==> config.mk <==
export PLATFORM = sky130hd
export DESIGN_NAME = tx_interp_cic_flat
export DESIGN_NICKNAME = d
export VERILOG_FILES = /design/src/rtl/tx_interp_cic_if.sv /design/src/rtl/tx_interp_cic.sv /design/src/flat_wrapper.sv
export SDC_FILE = /design/constraint.sdc
export NUM_CORES = 2
export LEC_CHECK = 0
export CORE_MARGIN = 2
export CORE_UTILIZATION = 35
export DETAILED_ROUTE_END_ITERATION = 8
export GPL_TIMING_DRIVEN = 0
export HOLD_SLACK_MARGIN = 0.02
export REMOVE_ABC_BUFFERS = 1
export SYNTH_ARGS = -nofsm -noshare
export SYNTH_HDL_FRONTEND = slang
export SYNTH_SLANG_ARGS = --single-unit
==> constraint.sdc <==
create_clock -name clock -period 26.4 [get_ports clock]
set_clock_uncertainty 0.2 [all_clocks]
set_input_delay 6.6 -clock clock [delete_from_list [all_inputs] [get_ports clock]]
set_output_delay 6.6 -clock clock [all_outputs]
set_load 0.01 [all_outputs]
==> src/rtl/tx_interp_cic_if.sv <==
// Sample-source handshake and interpolated output bus of tx_interp_cic.
// The slave modport is the interpolator's view; master is the source/sink side.
interface tx_interp_cic_if #(
    parameter int IN_WIDTH  = 16,
    parameter int OUT_WIDTH = 18
);
    logic                        enable;
    logic                        in_req;
    logic                        in_valid;
    logic signed [IN_WIDTH-1:0]  in_I;
    logic signed [IN_WIDTH-1:0]  in_Q;
    logic signed [OUT_WIDTH-1:0] out_I;
    logic signed [OUT_WIDTH-1:0] out_Q;
    logic                        underrun;
    logic                        overrun;

    modport master (
        output enable, in_valid, in_I, in_Q,
        input  in_req, out_I, out_Q, underrun, overrun
    );

    modport slave (
        input  enable, in_valid, in_I, in_Q,
        output in_req, out_I, out_Q, underrun, overrun
    );
endinterface

==> src/rtl/tx_interp_cic.sv <==
// TX interpolator: requests one I/Q sample every INTERP clocks, holds it until
// the next tick, and interpolates to full rate with a 3-stage CIC
// (combs at the tick rate, zero-stuffer, integrators at the clock rate).
// All comb/integrator arithmetic wraps at ACC_WIDTH by design.
module tx_interp_cic #(
    parameter int IN_WIDTH  = 16,
    parameter int OUT_WIDTH = 18,
    parameter int INTERP    = 8,
    parameter int ACC_WIDTH = 25,
    parameter int OUT_SHIFT = 4
) (
    input logic             clock,
    input logic             reset,
    tx_interp_cic_if.slave  bus
);
    localparam int CNT_W = (INTERP > 1) ? $clog2(INTERP) : 1;
    localparam logic [CNT_W-1:0] CNT_TOP = CNT_W'(INTERP - 1);
    localparam logic signed [ACC_WIDTH-1:0] SAT_HI = ACC_WIDTH'((2 ** (OUT_WIDTH - 1)) - 1);
    localparam logic signed [ACC_WIDTH-1:0] SAT_LO = ACC_WIDTH'(-(2 ** (OUT_WIDTH - 1)));

    logic [CNT_W-1:0] cnt;
    logic             tick;
    logic             tick_d;
    logic             hold_full;
    logic             underrun_r;
    logic             overrun_r;

    // index 0 is I, index 1 is Q
    logic signed [IN_WIDTH-1:0]  smp     [2];
    logic signed [IN_WIDTH-1:0]  hold    [2];
    logic signed [ACC_WIDTH-1:0] x       [2];
    logic signed [ACC_WIDTH-1:0] x_prev  [2];
    logic signed [ACC_WIDTH-1:0] c1      [2];
    logic signed [ACC_WIDTH-1:0] c1_prev [2];
    logic signed [ACC_WIDTH-1:0] c2      [2];
    logic signed [ACC_WIDTH-1:0] c2_prev [2];
    logic signed [ACC_WIDTH-1:0] c3      [2];
    logic signed [ACC_WIDTH-1:0] u       [2];
    logic signed [ACC_WIDTH-1:0] i1      [2];
    logic signed [ACC_WIDTH-1:0] i2      [2];
    logic signed [ACC_WIDTH-1:0] i3      [2];
    logic signed [ACC_WIDTH-1:0] shifted [2];
    logic signed [OUT_WIDTH-1:0] sat     [2];
    logic signed [OUT_WIDTH-1:0] out_r   [2];

    assign tick         = bus.enable && (cnt == '0);
    assign bus.in_req   = tick;
    assign bus.out_I    = out_r[0];
    assign bus.out_Q    = out_r[1];
    assign bus.underrun = underrun_r;
    assign bus.overrun  = overrun_r;

    // Phase counter: down-count to zero, parked at the top while disabled
    always_ff @(posedge clock or posedge reset) begin
        if (reset) begin
            cnt <= CNT_TOP;
        end else if (!bus.enable || cnt == '0) begin
            cnt <= CNT_TOP;
        end else begin
            cnt <= cnt - CNT_W'(1);
        end
    end

    // Route the input bus into per-channel form
    always_comb begin
        smp[0] = bus.in_I;
        smp[1] = bus.in_Q;
    end

    // Holding register and sticky handshake flags; a tick consumes before storing
    always_ff @(posedge clock or posedge reset) begin
        if (reset) begin
            hold[0]    <= '0;
            hold[1]    <= '0;
            hold_full  <= 1'b0;
            underrun_r <= 1'b0;
            overrun_r  <= 1'b0;
        end else if (!bus.enable) begin
            hold[0]    <= '0;
            hold[1]    <= '0;
            hold_full  <= 1'b0;
            underrun_r <= 1'b0;
            overrun_r  <= 1'b0;
        end else begin
            if (tick) begin
                if (!hold_full) begin
                    underrun_r <= 1'b1;
                end
                hold_full <= bus.in_valid;
            end else if (bus.in_valid) begin
                if (hold_full) begin
                    overrun_r <= 1'b1;
                end
                hold_full <= 1'b1;
            end
            if (bus.in_valid) begin
                hold[0] <= smp[0];
                hold[1] <= smp[1];
            end
        end
    end

    // Zero-stuffer and output shift/saturation
    always_comb begin
        for (int ch = 0; ch < 2; ch++) begin
            u[ch]       = tick_d ? c3[ch] : '0;
            shifted[ch] = i3[ch] >>> OUT_SHIFT;
            sat[ch]     = shifted[ch][OUT_WIDTH-1:0];
            if (shifted[ch] > SAT_HI) begin
                sat[ch] = OUT_WIDTH'(SAT_HI);
            end else if (shifted[ch] < SAT_LO) begin
                sat[ch] = OUT_WIDTH'(SAT_LO);
            end
        end
    end

    // CIC datapath: combs advance on ticks, integrators and output every clock
    always_ff @(posedge clock or posedge reset) begin
        if (reset) begin
            tick_d <= 1'b0;
            for (int ch = 0; ch < 2; ch++) begin
                x[ch]       <= '0;
                x_prev[ch]  <= '0;
                c1[ch]      <= '0;
                c1_prev[ch] <= '0;
                c2[ch]      <= '0;
                c2_prev[ch] <= '0;
                c3[ch]      <= '0;
                i1[ch]      <= '0;
                i2[ch]      <= '0;
                i3[ch]      <= '0;
                out_r[ch]   <= '0;
            end
        end else if (!bus.enable) begin
            tick_d <= 1'b0;
            for (int ch = 0; ch < 2; ch++) begin
                x[ch]       <= '0;
                x_prev[ch]  <= '0;
                c1[ch]      <= '0;
                c1_prev[ch] <= '0;
                c2[ch]      <= '0;
                c2_prev[ch] <= '0;
                c3[ch]      <= '0;
                i1[ch]      <= '0;
                i2[ch]      <= '0;
                i3[ch]      <= '0;
                out_r[ch]   <= '0;
            end
        end else begin
            tick_d <= tick;
            for (int ch = 0; ch < 2; ch++) begin
                if (tick) begin
                    x[ch]       <= hold_full
                                   ? {{(ACC_WIDTH-IN_WIDTH){hold[ch][IN_WIDTH-1]}}, hold[ch]}
                                   : '0;
                    x_prev[ch]  <= x[ch];
                    c1[ch]      <= x[ch] - x_prev[ch];
                    c1_prev[ch] <= c1[ch];
                    c2[ch]      <= c1[ch] - c1_prev[ch];
                    c2_prev[ch] <= c2[ch];
                    c3[ch]      <= c2[ch] - c2_prev[ch];
                end
                i1[ch]    <= i1[ch] + u[ch];
                i2[ch]    <= i2[ch] + i1[ch];
                i3[ch]    <= i3[ch] + i2[ch];
                out_r[ch] <= sat[ch];
            end
        end
    end
endmodule

==> src/flat_wrapper.sv <==
// flat-port wrapper written by rule: the top's interface ports become plain ports
module tx_interp_cic_flat 
#(
    parameter int IN_WIDTH  = 16,
    parameter int OUT_WIDTH = 18,
    parameter int INTERP    = 8,
    parameter int ACC_WIDTH = 25,
    parameter int OUT_SHIFT = 4
)
  (clock, reset, bus_enable, bus_in_valid, bus_in_I, bus_in_Q, bus_in_req, bus_out_I, bus_out_Q, bus_underrun, bus_overrun);
  tx_interp_cic_if #(.IN_WIDTH(IN_WIDTH), .OUT_WIDTH(OUT_WIDTH)) bus_i ();
  input logic clock;
  input logic reset;
  input wire logic [$bits(bus_i.enable)-1:0] bus_enable;
  input wire logic [$bits(bus_i.in_valid)-1:0] bus_in_valid;
  input wire logic [$bits(bus_i.in_I)-1:0] bus_in_I;
  input wire logic [$bits(bus_i.in_Q)-1:0] bus_in_Q;
  output wire logic [$bits(bus_i.in_req)-1:0] bus_in_req;
  output wire logic [$bits(bus_i.out_I)-1:0] bus_out_I;
  output wire logic [$bits(bus_i.out_Q)-1:0] bus_out_Q;
  output wire logic [$bits(bus_i.underrun)-1:0] bus_underrun;
  output wire logic [$bits(bus_i.overrun)-1:0] bus_overrun;
  assign bus_i.enable = bus_enable;
  assign bus_i.in_valid = bus_in_valid;
  assign bus_i.in_I = bus_in_I;
  assign bus_i.in_Q = bus_in_Q;
  assign bus_in_req = bus_i.in_req;
  assign bus_out_I = bus_i.out_I;
  assign bus_out_Q = bus_i.out_Q;
  assign bus_underrun = bus_i.underrun;
  assign bus_overrun = bus_i.overrun;
  tx_interp_cic #(.IN_WIDTH(IN_WIDTH), .OUT_WIDTH(OUT_WIDTH), .INTERP(INTERP), .ACC_WIDTH(ACC_WIDTH), .OUT_SHIFT(OUT_SHIFT)) u_core (.clock(clock), .reset(reset), .bus(bus_i));
endmodule
======== After elaboration in Yosys (flattened, before gate mapping) ========
Index checks and enable logic that the tools add are counted.
word-level totals
  register bits after elaboration ......... 575
  bits in latches ......................... 0
  memory bits (writable) .................. 0
  ROM bits ................................ 0
  input bits .............................. 36
  output and inout port bits .............. 39
  logic and storage cells ................. 105
  memories kept ........................... 0
cells by class
  add/subtract/negate cells ............... 13
  multiply operators ...................... 0
  divide/modulo/power cells ............... 0
  $lt $le $gt $ge ......................... 4
  equal/unequal tests ..................... 6
  shifts and indexed selects .............. 0
  mux-type cells .......................... 47
  bitwise operators ....................... 0
  reductions and logical operators ........ 6
operators with widths
  kind                    number
  $mux W50                10
  $mux W25                18
  $add A25 B25 Y25        6
  $sub A25 B25 Y25        6
  $mux W18                4
  $mux W32                2
  $gt A21 B18 Y1 const B  2
  $lt A21 B18 Y1 const B  2
  $mux W36                1
  $mux W1                 11
  $ne A2 B1 Y1 const B    3
  $ne A2 B2 Y1 const B    2
  $logic_not A3 Y1        1
  $mux W3                 1
  $ne A3 B1 Y1 const B    1
  $reduce_and A3 Y1       1
  $sub A3 B1 Y3 const B   1
  $reduce_and A2 Y1       1
  $logic_and A1 B1 Y1     1
  $logic_not A1 Y1        1
  $logic_or A1 B1 Y1      1

======== Depth between registers and ports, before layout ========
  depth in word-level cells ............... 4
  depth in mapped cells ................... 14

======== Least setup slack after synthesis ========
Ideal clock, no wire load.
  kind .................................... in2out
  start ................................... in bus_enable
  end ..................................... out bus_in_req
  data arrival time ....................... 8018 ps
  required time ........................... 19600 ps
  path slack .............................. 11582 ps
  cell stages on the path ................. 7
  cells stage by stage .................... inv_1 > or2_2 > clkbuf_1 > inv_1 > clkbuf_1 > clkbuf_1 > clkbuf_1
on the way
  cells in the longest elaborated chain, start to end .. 1
ends and longest elaborated chain
  what                 RTL line             text
  start, declared      flat_wrapper.sv:14   input wire logic [$bits(bus_i.enable)-1:0] bus_enable;
  $logic_and A1 B1 Y1  tx_interp_cic.sv:46  assign tick = bus.enable && (cnt == '0);
  end, declared        flat_wrapper.sv:18   output wire logic [$bits(bus_i.in_req)-1:0] bus_in_req;
Every way passes these cells.

======== Worst setup path in the final report ========
Ends and elaborated chain as after synthesis.

==> impl_metrics.env <==
export IMPL_outcome="finished, final reports clean"
export IMPL_fmax_mhz=61.7
export IMPL_grt_pass1_wl_um=109000
export IMPL_syn_area_sq_um=31600
export IMPL_power_w=0.00178
export IMPL_grt_max_degree=109
export IMPL_post_cts_resized=0
export IMPL_finalSetupViolCount=0
export IMPL_fp_dieH_um=305
export IMPL_synth_cell_type_count=80
export IMPL_critPathArrivalTime_ps=9410
export IMPL_synth_async_reset_ratio_pct=100
export IMPL_hold_path_class="flip-flop to flip-flop"
export IMPL_wl_per_cell_um=13.8
export IMPL_powerDensity_nw_per_um2=49.8
export IMPL_switchingPower_w=0.000390
export IMPL_slowest_delay_ps=620
export IMPL_regArea_sq_um=13500
export IMPL_vdd_drop_max_uv=48.7
export IMPL_root_buffer="clkbuf_16"
export IMPL_syn_avg_cell_area_sq_um=9.59
export IMPL_portBuffers=74
export IMPL_seqPwrFrac_pct=47.0
export IMPL_vias=22500
export IMPL_place_hpwl_um=44000
export IMPL_drtAntennaViolNets=0
export IMPL_multi_input_area_sq_um=16800
export IMPL_seq_area_frac_synth_pct=42.7
export IMPL_rsz0062_at_grt="false"
export IMPL_cts_hold_buf=0
export IMPL_grt_use_total_pct=13.5
export IMPL_synth_ff_type="dfrtp_1"
export IMPL_drt_pass1_iterations=5
export IMPL_ys_ff_latch=539
export IMPL_slew_headroom_pct=14.7
export IMPL_period_needed_ps=16210
export IMPL_area_growth_syn_to_layout_pct=13.3
export IMPL_dieArea_sq_um=92800
export IMPL_swShare_pct=21.9
export IMPL_clock_sinks=539
export IMPL_n_antenna_cell=0
export IMPL_drt_wl_total_um=62600
export IMPL_required_ps=19600
export IMPL_initial_utilization_pct=35.2
export IMPL_viasPerCell=4.96
export IMPL_drc=0
export IMPL_clk_path_buf_depth=3
export IMPL_cts_buffers_inserted=59
export IMPL_post_layout_nonfiller_instances=4540
export IMPL_ys_warn_count=0
export IMPL_internal_power_w=0.00139
export IMPL_die_w_um=305
export IMPL_place_inst=4431
export IMPL_cts_clk_slew_worst_paths_ps=60
export IMPL_core_rowCount=110
export IMPL_cts_setup_buffers=0
export IMPL_clock_latency_ps=620
export IMPL_finalHoldViolations=0
export IMPL_crit_path_start_kind="input pin"
export IMPL_syn_inst=3296
export IMPL_drt_iter0_markers=1193
export IMPL_path_max_fanout=105
export IMPL_p_comb_share_pct=4.0
export IMPL_pwr_share_clk_pct=49.0
export IMPL_critPathBufInv=6
export IMPL_grt_overflow=0
export IMPL_cpMaxStageDelayCell="clkdlybuf4s50_1"
export IMPL_slew_viol_final=0
export IMPL_crit_family="buffers and inverters"
export IMPL_ios=75
export IMPL_core_area_sq_um=89700
export IMPL_cts_tree="yes"
export IMPL_grt_pass1_vias=22400
export IMPL_final_cell_mix="536 x dfrtp_1, 274 x ha_1, 252 x nor2_1"
export IMPL_period_share_pct=61.4
export IMPL_drive_above_1_share_pct=4.52
export IMPL_leakage_nw=17.2
export IMPL_tightest_slew_ps=1270
export IMPL_place_congestion=0.837
export IMPL_synth_edff_count=0
export IMPL_cap_violations=0
export IMPL_cts_max_level=2
export IMPL_antenna_found_initial=0
export IMPL_final_nets=3638
export IMPL_fillers=8831
export IMPL_path_class="input pin to output pin"
export IMPL_layout_commonest_cell="dfrtp_1"
export IMPL_crit_chain="buf_2, inv_6, or2_4, buf_16, inv_6, buf_16, clkdlybuf4s50_1"
export IMPL_cp_end_kind="output pin"
-- registers in the layout (all words and copies together), names as in the netlist --
register	flops
u_core.c1	50
u_core.c1_prev	50
u_core.c2	50
u_core.c2_prev	50
u_core.c3	50
u_core.i1	50
u_core.i2	50
u_core.i3	50
u_core.hold	32
u_core.x	32
u_core.x_prev	32
u_core.bus.out_I	18
u_core.bus.out_Q	18
u_core.cnt	3
u_core.bus.overrun	1
u_core.bus.underrun	1
u_core.hold_full	1
u_core.tick_d	1
-- synth_stat cells (40+ instances only) --
cell type	count	share of area, %
a21o_1	109	2.6
a21oi_1	196	3.1
a22o_1	174	4.8
and2_1	68	1.3
clkbuf_1	123	1.5
dfrtp_1	536	42
ha_1	274	11
inv_1	215	2.6
nand2_1	248	2.9
nand3_1	47	0.74
nor2_1	252	3.0
nor2b_1	40	0.79
nor3_1	51	0.81
o21a_1	66	1.6
o21ai_0	248	3.9
xnor2_1	102	2.8
xor2_1	112	3.1
-- final timing paths --
path                       depth (start not counted)                  end          start  slack (ps)
setup / recovery                                   7           bus_in_req     bus_enable       10190
hold / removal                                     1        u_core.cnt[0]  u_core.cnt[0]         250
setup reg to reg                                  13        u_core.i1[24]  u_core.tick_d       22090
hold reg to reg                                    1        u_core.cnt[0]  u_core.cnt[0]         250
max in group asynchronous                          5        u_core.cnt[2]          reset       18020
min in group asynchronous                          2  u_core.bus.out_I[0]          reset        6250
-- area by class of cell --
class	instances	share of cell area [%]
Clock inverter	26	0.996
Multi-Input combinational cell	2413	47.0
Clock buffer	83	4.82
Inverter	215	2.30
Sequential cell	539	37.7
Timing Repair Buffer	88	3.07
Tap cell	1176	4.11
-- cells by family (layout without fill, tap and decap cells) --
logic type	count (synthesis)	count (layout)	share of synthesized area (%)
AND/OR/NAND/NOR	857	857	12.8
adder cells (fa/ha/maj)	286	286	11.6
buffers and inverters	344	412	4.10
flip-flops	539	539	42.7
AO/OA/AOI/OAI	1020	1020	21.7
XOR/XNOR	214	214	5.93
multiplexers	36	36	1.14
-- per-layer routing --
metal	track usage (%)	vias to the layer above	share of wire, %
met4	3.43	0	2.0
met2	22.3	247	44
li1	-	11800	-
met5	0	-	0
met3	2.07	91	3.3
met1	18.5	10400	50
-- stage by stage --
step | cell area (sq um) | setup WS [ps] | hold WS [ps] | setup TNS [ps] | util [%]
after global routing | 35800 | 9940 | 255 | 0 | 39.9
after detailed placement | 33700 | 10060 | 234 | 0 | 37.6
final | 35800 | 10190 | 247 | 0 | 39.9
after floorplan | 31100 | 4540 | 221 | 0 | -
after CTS | 35800 | 10060 | 250 | 0 | 39.9
after global placement | 33300 | -2380 | 228 | -1223020 | 37.2
-- power by group through the flow --
stage | Combinational (W) | Clock (W) | Sequential (W)
detailed placement | 0.0000744 | 0 | 0.000853
finish | 0.0000712 | 0.000873 | 0.000838
CTS | 0.0000746 | 0.000906 | 0.000838
global placement | 0.0000684 | 0 | 0.000855
global route | 0.0000809 | 0.000936 | 0.000839
floorplan | 0.0000360 | 0 | 0.000856
(Power assumes the default switching activity.)
